$ cat src/rtl/ex_tracker_pkg.sv
// Shared trace datatypes for the ryuki trace trackers: element layout, tracker
// state encoding, default queue depth and a wrap-safe time comparison.
package ryuki_datatypes;

  localparam int TRACE_ADDR_WIDTH          = 32;
  localparam int TRACE_DATA_WIDTH          = 32;
  localparam int TRACE_QUEUE_DEPTH_DEFAULT = 4;

  typedef struct packed {
    logic [31:0] time_start;
    logic [31:0] time_end;
  } trace_time_t;

  typedef struct packed {
    logic                        pass_through;
    logic [TRACE_ADDR_WIDTH-1:0] addr;
    logic [TRACE_DATA_WIDTH-1:0] instr;
    trace_time_t                 id_data;
    trace_time_t                 ex_data;
    trace_time_t                 wb_data;
  } trace_output;

  typedef enum logic [1:0] {
    EX_IDLE = 2'd0,
    EX_WAIT = 2'd1,
    EX_MEM  = 2'd2,
    EX_EMIT = 2'd3
  } ex_state_t;

  // True once now has reached start, treating the counter as a wrapping timeline.
  function automatic logic time_reached(input logic [31:0] now, input logic [31:0] start);
    logic [31:0] diff;
    diff = now - start;
    return ~diff[31];
  endfunction

endpackage

$ cat src/rtl/ex_tracker_fifo.sv
// trace_fifo: small first-word-fall-through queue of trace elements with
// extra-MSB pointers; a pop at the same edge frees room for a push when full.
module trace_fifo
  import ryuki_datatypes::*;
#(
  parameter int DEPTH = TRACE_QUEUE_DEPTH_DEFAULT
) (
  input  logic        clk,
  input  logic        rst,
  input  logic        push,
  input  logic        pop,
  input  trace_output din,
  output trace_output dout,
  output logic        full,
  output logic        empty
);

  localparam int PW = $clog2(DEPTH) + 1;

  trace_output   mem_q [DEPTH];
  logic [PW-1:0] wr_ptr_q, wr_ptr_d;
  logic [PW-1:0] rd_ptr_q, rd_ptr_d;
  logic          push_en, pop_en;

  assign empty   = (wr_ptr_q == rd_ptr_q);
  assign full    = (wr_ptr_q[PW-1] != rd_ptr_q[PW-1]) &&
                   (wr_ptr_q[PW-2:0] == rd_ptr_q[PW-2:0]);
  assign pop_en  = pop && !empty;
  assign push_en = push && (!full || pop_en);

  assign wr_ptr_d = push_en ? wr_ptr_q + PW'(1) : wr_ptr_q;
  assign rd_ptr_d = pop_en  ? rd_ptr_q + PW'(1) : rd_ptr_q;
  assign dout     = mem_q[rd_ptr_q[PW-2:0]];

  always_ff @(posedge clk) begin
    if (push_en) mem_q[wr_ptr_q[PW-2:0]] <= din;
  end

  always_ff @(posedge clk or negedge rst) begin
    if (!rst) begin
      wr_ptr_q <= '0;
      rd_ptr_q <= '0;
    end else begin
      wr_ptr_q <= wr_ptr_d;
      rd_ptr_q <= rd_ptr_d;
    end
  end

endmodule

$ cat src/rtl/ex_tracker.sv
// ex_tracker: time-stamps the execute phase of decoded trace elements.
// Define EX_TRACKER_MEM_TIMING_EN to extend time_end to the data-memory response.
module ex_tracker
  import ryuki_datatypes::*;
#(
  parameter int ADDR_WIDTH  = 32,
  parameter int DATA_WIDTH  = 32,
  parameter int QUEUE_DEPTH = TRACE_QUEUE_DEPTH_DEFAULT
) (
  input  logic        clk,
  input  logic        rst,
  input  logic [31:0] counter,
  input  logic        id_data_ready,
  input  trace_output id_data_i,
  input  logic        ex_ready,
  input  logic        data_req,
  input  logic        data_gnt,
  input  logic        data_rvalid,
  output trace_output ex_data_o,
  output logic        ex_data_ready,
  output logic        overflow
);

  if (ADDR_WIDTH != TRACE_ADDR_WIDTH || DATA_WIDTH != TRACE_DATA_WIDTH ||
      QUEUE_DEPTH < 2 || (QUEUE_DEPTH & (QUEUE_DEPTH - 1)) != 0) begin : g_param_check
    $error("ex_tracker: widths must match ryuki_datatypes and QUEUE_DEPTH must be a power of two >= 2");
  end

  ex_state_t   state_q, state_d;
  trace_output work_q, work_d;
  trace_output ex_data_q, ex_data_d;
  logic        ex_valid_q, ex_valid_d;
  logic        overflow_q, overflow_d;
  logic        mem_seen_q, mem_seen_d;
  logic        fifo_pop, fifo_full, fifo_empty;
  trace_output fifo_dout;
  logic        ready_ok;

  trace_fifo #(
    .DEPTH (QUEUE_DEPTH)
  ) u_fifo (
    .clk   (clk),
    .rst   (rst),
    .push  (id_data_ready),
    .pop   (fifo_pop),
    .din   (id_data_i),
    .dout  (fifo_dout),
    .full  (fifo_full),
    .empty (fifo_empty)
  );

`ifndef EX_TRACKER_MEM_TIMING_EN
  logic unused_mem;
  assign unused_mem = data_req ^ data_gnt ^ data_rvalid;
`endif

  assign ready_ok   = ex_ready && time_reached(counter, work_q.ex_data.time_start);
  assign overflow_d = overflow_q | (id_data_ready & fifo_full & ~fifo_pop);

  always_comb begin
    state_d    = state_q;
    work_d     = work_q;
    mem_seen_d = mem_seen_q;
    ex_data_d  = ex_data_q;
    ex_valid_d = 1'b0;
    fifo_pop   = 1'b0;
    case (state_q)
      EX_IDLE: begin
        if (!fifo_empty) begin
          fifo_pop = 1'b1;
          work_d   = fifo_dout;
          if (fifo_dout.pass_through) begin
            work_d.ex_data = '0;
            work_d.wb_data = '0;
            state_d        = EX_EMIT;
          end else begin
            work_d.ex_data.time_start = fifo_dout.id_data.time_end + 32'd1;
            mem_seen_d                = 1'b0;
            state_d                   = EX_WAIT;
          end
        end
      end
      EX_WAIT: begin
`ifdef EX_TRACKER_MEM_TIMING_EN
        mem_seen_d = mem_seen_q | (data_req & data_gnt);
`endif
        if (ready_ok) begin
          work_d.ex_data.time_end = counter;
          state_d                 = EX_EMIT;
`ifdef EX_TRACKER_MEM_TIMING_EN
          // A response landing with ex_ready already closes the transaction.
          if (mem_seen_d && !data_rvalid) state_d = EX_MEM;
`endif
        end
      end
      EX_MEM: begin
`ifdef EX_TRACKER_MEM_TIMING_EN
        if (data_rvalid) begin
          work_d.ex_data.time_end = counter;
          state_d                 = EX_EMIT;
        end
`else
        state_d = EX_IDLE;
`endif
      end
      EX_EMIT: begin
        ex_data_d  = work_q;
        ex_valid_d = 1'b1;
        state_d    = EX_IDLE;
      end
      default: state_d = EX_IDLE;
    endcase
  end

  always_ff @(posedge clk or negedge rst) begin
    if (!rst) begin
      state_q    <= EX_IDLE;
      work_q     <= '0;
      mem_seen_q <= 1'b0;
      ex_data_q  <= '0;
      ex_valid_q <= 1'b0;
      overflow_q <= 1'b0;
    end else begin
      state_q    <= state_d;
      work_q     <= work_d;
      mem_seen_q <= mem_seen_d;
      ex_data_q  <= ex_data_d;
      ex_valid_q <= ex_valid_d;
      overflow_q <= overflow_d;
    end
  end

  assign ex_data_o     = ex_data_q;
  assign ex_data_ready = ex_valid_q;
  assign overflow      = overflow_q;

endmodule

$ cat config.mk
export PLATFORM = sky130hd
export DESIGN_NAME = ex_tracker
export DESIGN_NICKNAME = d
export VERILOG_FILES = /design/src/rtl/ex_tracker_pkg.sv /design/src/rtl/ex_tracker_fifo.sv /design/src/rtl/ex_tracker.sv
export SDC_FILE = /design/constraint.sdc
export NUM_CORES = 2
export LEC_CHECK = 0
export ABC_AREA = 1
export ABC_CLOCK_PERIOD_IN_PS = 18350
export CAP_MARGIN = 25
export CORE_MARGIN = 5
export CORE_UTILIZATION = 50
export CTS_BUF_LIST = sky130_fd_sc_hd__clkbuf_8
export CTS_CLUSTER_SIZE = 28
export DETAILED_ROUTE_END_ITERATION = 7
export GPL_TIMING_DRIVEN = 0
export HOLD_SLACK_MARGIN = 0.05
export PLACE_DENSITY = 0.76
export REMOVE_ABC_BUFFERS = 1
export SLEW_MARGIN = 20
export SYNTH_ARGS = -nofsm -noshare
export SYNTH_HDL_FRONTEND = slang
export SYNTH_HIERARCHICAL = 1
export SYNTH_SLANG_ARGS = --single-unit
$ cat constraint.sdc
create_clock -name clk -period 18.35 [get_ports clk]
set_clock_uncertainty 0.05 [all_clocks]
set_input_delay 1.835 -clock clk [delete_from_list [all_inputs] [get_ports clk]]
set_output_delay 1.835 -clock clk [all_outputs]
set_load 0.005 [all_outputs]
* Word-level counts from Yosys, hierarchy flattened
Memories as Yosys holds them, arrays and structs flattened. Cells that the tools add are included.
Word-level totals: bits in registers 524, bits in writable memories 1028, bits of input ports 296, output and inout bits 259, logic and storage cells 69, memories kept 1
Cells by class: add/sub/neg operators 4, eq/ne operators 8, muxes and demuxes 14, bitwise gates (word level) 6, reductions and logical operators 13
Memory list:
- u_fifo.mem_q | depth 4, width 257, rd ports 1, clocked after Yosys merged registers in 0, wr ports 1, RTL line ex_tracker_fifo.sv:20 | trace_output mem_q [DEPTH];
Operators by type and width (count):
- $mux 96 | 2
- $mux 32 | 2
- $pmux 32 s2 | 1
- $add 32x1->32 const B | 1
- $sub 32x32->32 | 1
- $add 3x1->3 const B | 2
- $mux 2 | 3
- $pmux 2 s3 | 1
- $mux 1 | 5
- $eq 2x2->1 const B | 2
- $logic_and 1x1->1 | 4
- $ne 2x2->1 const B | 2
- $reduce_and 2->1 | 2
- $eq 3x3->1 | 1
- $not 1->1 | 3
- $reduce_and 3->1 | 1
- $and 1x1->1 | 2
- $eq 2x1->1 const B | 1
- $eq 2x2->1 | 1
- $logic_not 1->1 | 2
- $logic_not 2->1 | 1
- $reduce_bool 2->1 | 1
- $reduce_or 2->1 | 1
- $logic_or 1x1->1 | 1
- other kinds (2) | 2

* Longest topological paths before layout
word-level depth 8, gate-level depth with buffers 19, gate-level depth less buffers 17

* Hierarchy
Netlist, hierarchy kept.
Modules (own cells, without submodules):
- trace_fifo | instances 1, cells each 2545, area an instance 38165.4 sq um, seq. area each 31019.8 sq um
- ex_tracker | instances 1, cells each 2387, area an instance 21192.8 sq um, seq. area each 12962.4 sq um

* Worst setup path after synthesis
OpenSTA, ideal clock, no wires.
path type flip-flop to flip-flop, start point register u_fifo.rd_ptr_q[0], end point memory u_fifo/mem_q[0][0] in the netlist's numbering, enable pin, library setup time 879 ps, arrival time 12610 ps, required time 17421 ps, setup slack 4810 ps, stages on the path, launching flop included 15, path buffers 4, clock period less this slack 13540 ps, cell sequence dfrtp_1 -> buf_6 -> inv_2 -> buf_6 -> nand2_1 -> nand2_1 -> nand3_1 -> inv_1 -> nor2_2 -> buf_2 -> buf_2 -> inv_1 -> nand4_2 -> nand2_2 -> nor2_1
On the way: cells in the longest elaborated chain, start to end 8, elaborated cells between the ends (all ways) 12, those cells by class eq/ne (2); mux (4); reduce/logical (6)
Ends and longest elaborated chain:
- from (decl) | RTL line ex_tracker_fifo.sv:22 | logic [PW-1:0] rd_ptr_q, rd_ptr_d;
- from (signal assigned) | RTL line ex_tracker_fifo.sv:45 | rd_ptr_q <= rd_ptr_d;
- $eq 3x3->1 | RTL line ex_tracker_fifo.sv:25 | assign empty = (wr_ptr_q == rd_ptr_q);
- via fifo_empty | RTL line ex_tracker.sv:35 | logic fifo_pop, fifo_full, fifo_empty;
- $mux 1 | RTL line ex_tracker.sv:69 | if (!fifo_empty) begin
- $mux 1 | RTL line ex_tracker.sv:67 | case (state_q)
- via fifo_pop | RTL line ex_tracker.sv:35
- $logic_and 1x1->1 | RTL line ex_tracker_fifo.sv:28 | assign pop_en = pop && !empty;
- $logic_or 1x1->1 | RTL line ex_tracker_fifo.sv:29 | assign push_en = push && (!full || pop_en);
- $logic_and 1x1->1 | RTL line ex_tracker_fifo.sv:29
- $mux 1 | RTL line ex_tracker_fifo.sv:36 | if (push_en) mem_q[wr_ptr_q[PW-2:0]] <= din;
- $mux 1 (implied by the code) | RTL line ex_tracker_fifo.sv:36
- to (decl) | RTL line ex_tracker_fifo.sv:20
The timed path passes the listed nets, and every way through them passes these cells.

* Worst setup path after layout
start point register u_fifo.rd_ptr_q[0], end point memory u_fifo/mem_q[2][210] in the netlist's numbering, enable pin
On the way: cells in the longest elaborated chain, start to end 8, elaborated cells between the ends (all ways) 12, those cells by class eq/ne (2); mux (4); reduce/logical (6)
Ends and longest elaborated chain (RTL line):
- $eq 3x3->1 * | ex_tracker_fifo.sv:25
- via fifo_empty | ex_tracker.sv:35
- $mux 1 | ex_tracker.sv:69
- $mux 1 | ex_tracker.sv:67
- $logic_and 1x1->1 * | ex_tracker_fifo.sv:28
- $logic_or 1x1->1 * | ex_tracker_fifo.sv:29
- $logic_and 1x1->1 * | ex_tracker_fifo.sv:29
- $mux 1 * | ex_tracker_fifo.sv:36
- $mux 1 (implied by the code) * | ex_tracker_fifo.sv:36
The timed path passes the listed nets; every way through them passes the cells marked *.

==> flow_summary.toml <==
[global_route]
grt_pass1_vias = 37920
grt_usage_pct = 23.81
grt_max_degree = 125
grt-ovfl-total = 0
grt_pass1_wl_mm = 216.5
antenna_found_initial = 32

[detailed_routing]
via_per_inst = 5.494
drtIter0Drc = 2866
detail-route-antenna-nets = 0
wl_mm = 140.2
post_drt_wl_per_cell_um = 20.60
num_vias = 37400
drt_pass1_iterations = 6
drc = 0

[place]
hpwl_mm = 88.99
port_buffers = 519
dp.cells = 6378
placed_area_mm2 = 0.06284
gp_congestion = 0.9144
place_ws_ps = 12220

[floorplan]
core_mm2 = 0.1087
io_pins = 555
die_w_um = 340.7
core.rowCount = 121
start_util_pct = 50.31
die_y_um = 340.7
die_area_mm2 = 0.1161

[run_status]
status = "completed"

[clock_network]
cts_buffers = 215
cts_resized = 0
cts_root_buf = "clkbuf_8"
htree_levels = 4
cts_hold_buf = 0
clock_latency_ps = 870
cts_tree = "built"
clockBufferDepth = 3
clk_pin_slew_worst_paths_ps = 60
clock_sinks = 1424
post_cts_buffers = 0

[timing]
tightest_slew_ps = 924.3
rsz0062_at_grt = "false"
slew_headroom_pct = 38.38
finalCriticalPeriod_ps = 6221
fin_crit_sh_pct = 33.90
whs_ps = 408.9
worst_slack_ps = 12130
setup_violations = 0
maxSlewViolCount = 0
finalHoldViolCount = 0
clock.fmax_ghz = 0.1608
fin_setup_tns_ps = 0

[setup_path]
r2r-start = "u_fifo/rd_ptr_q[0]$_DFFE_PN0P_"
slowest_delay_ps = 770
startpoint = "u_fifo/rd_ptr_q[0]$_DFFE_PN0P_"
start_kind = "flop"
critPathMaxFanout = 114
worstSetupEndpointType = "flop"
crit_required_ps = 18830
critPathKind = "flop to flop"
reg2reg_depth = 21
cp_cell_sequence = "buf_12 -> buf_16 -> inv_8 -> nand2_1 -> nand2_1 -> nand3_1 -> inv_1 -> nor2_4 -> buf_12 -> buf_12 -> inv_1 -> nand4_2 -> nand2_2 -> nor2_4 -> buf_16 -> buf_16 -> buf_12 -> buf_12 -> buf_16 -> buf_16 -> buf_8"
arrival_ps = 6700
critical_path.slowest_cell = "dfrtp_4"

[yosys]
synth.cell_area_mm2 = 0.05469
ys_warn_count = 6
avgSynthCellArea_um2 = 11.82
synth_cells = 4628

[flow_run]
drv_cap = 0

[min_path]
worstHoldStart = "work_q[220]$_DFFE_PN0P_"
min_path_type = "flop to flop"
holdPathStages = 2

[finish]
area_growth_pct = 22.69
final_util_pct = 61.73
stdcell_area_mm2 = 0.06710
nets = 5514
drive_gt1_share_pct = 7.930
final_cells = 6807
fillers = 8078

[pwr]
p_seq_share_pct = 41.9
internal_power_mw = 7.119
power_density_mw_per_mm2 = 166.7
p_sw_mw = 4.066
power_leakage_nw = 26.30
switching_share_pct = 36.35
vdd_drop_max_v = 0.0001280
comb_power_share_pct = 35.8
p_total_mw = 11.19
p_clk_share_pct = 22.2
## final cells by class
class / count / area [um2] / share of cell area (%)
diodes: 21 / 52.55 / 0.07832
multi-input cells: 2678 / 12460 / 18.57
well taps: 1414 / 1769 / 2.637
inverters: 248 / 958.4 / 1.428
flip-flops and latches: 1424 / 40150 / 59.83
clock inverters: 162 / 825.8 / 1.231
repair buffers: 615 / 7515 / 11.20
clock buffers: 245 / 3372 / 5.026
## placed cells by master (no fill, tap or decap), drive strengths merged
cell and count:
and2b 1, bufinv 4, o22ai 235, a31o 1, or2 1, inv 352, o21bai 2, nor3b 1
edfxtp 900, diode 21, nand3b 1, buf 96, nor3 11, nor2 528, ha 36, o211ai 4
xnor2 2, nor4b 2, nand3 60, clkbuf 246, clkdlybuf4s50 518, nand2 902, a21oi 49, o221ai 1
o31ai 1, a31oi 3, o32ai 2, clkinvlp 7, o21ai 816, xor2 4, dfrtp 524, nand4 12
a21o 3, clkinv 47
## worst paths after layout
check,to,slack [ps]
hold / removal,ex_data_o[220]$_DFFE_PN0P_,410
setup / recovery,u_fifo/mem_q[2][210]$_DFFE_PP_,12130
setup reg to reg,u_fifo/mem_q[2][210]$_DFFE_PP_,12130
max in group asynchronous,ex_data_o[52]$_DFFE_PN0P_,15830
min in group asynchronous,ex_data_o[223]$_DFFE_PN0P_,820
hold reg to reg,ex_data_o[220]$_DFFE_PN0P_,410
## per-layer routing
layer,GRT usage (%),routed length (um),vias to the layer above
met5,0,123,-
met4,8.478,3688,18
li1,-,-,17190
met1,30.23,55120,18470
met2,39.48,68840,1452
met3,6.752,12430,271
## worst max-delay path: cells and delay by family, from the launching register on
family,cells,cell delay (ps)
flops,1,770
buf+inv,14,2960
simple gates,7,1870
## sequential cells by signal, summed over array words and instances (netlist names)
name             count
overflow             1
work_q             257
u_fifo/wr_ptr_q      3
u_fifo/mem_q       900
state_q              2
u_fifo/rd_ptr_q      3
ex_data_o          257
ex_data_ready        1
## power groups by stage
| stage | combinational (mW) | sequential, mW | clock [mW] |
|---|---|---|---|
| 3_3_place_gp | 3.63 | 5.30 | 0 |
| 4_1_cts | 4.03 | 4.69 | 2.53 |
| 2_1_floorplan | 2.12 | 4.95 | 0 |
| 5_1_grt | 4.42 | 4.77 | 2.69 |
| 6_report | 4.01 | 4.69 | 2.49 |
| 3_5_place_dp | 4.00 | 4.74 | 0 |
Power figures use the tool's default switching activity.
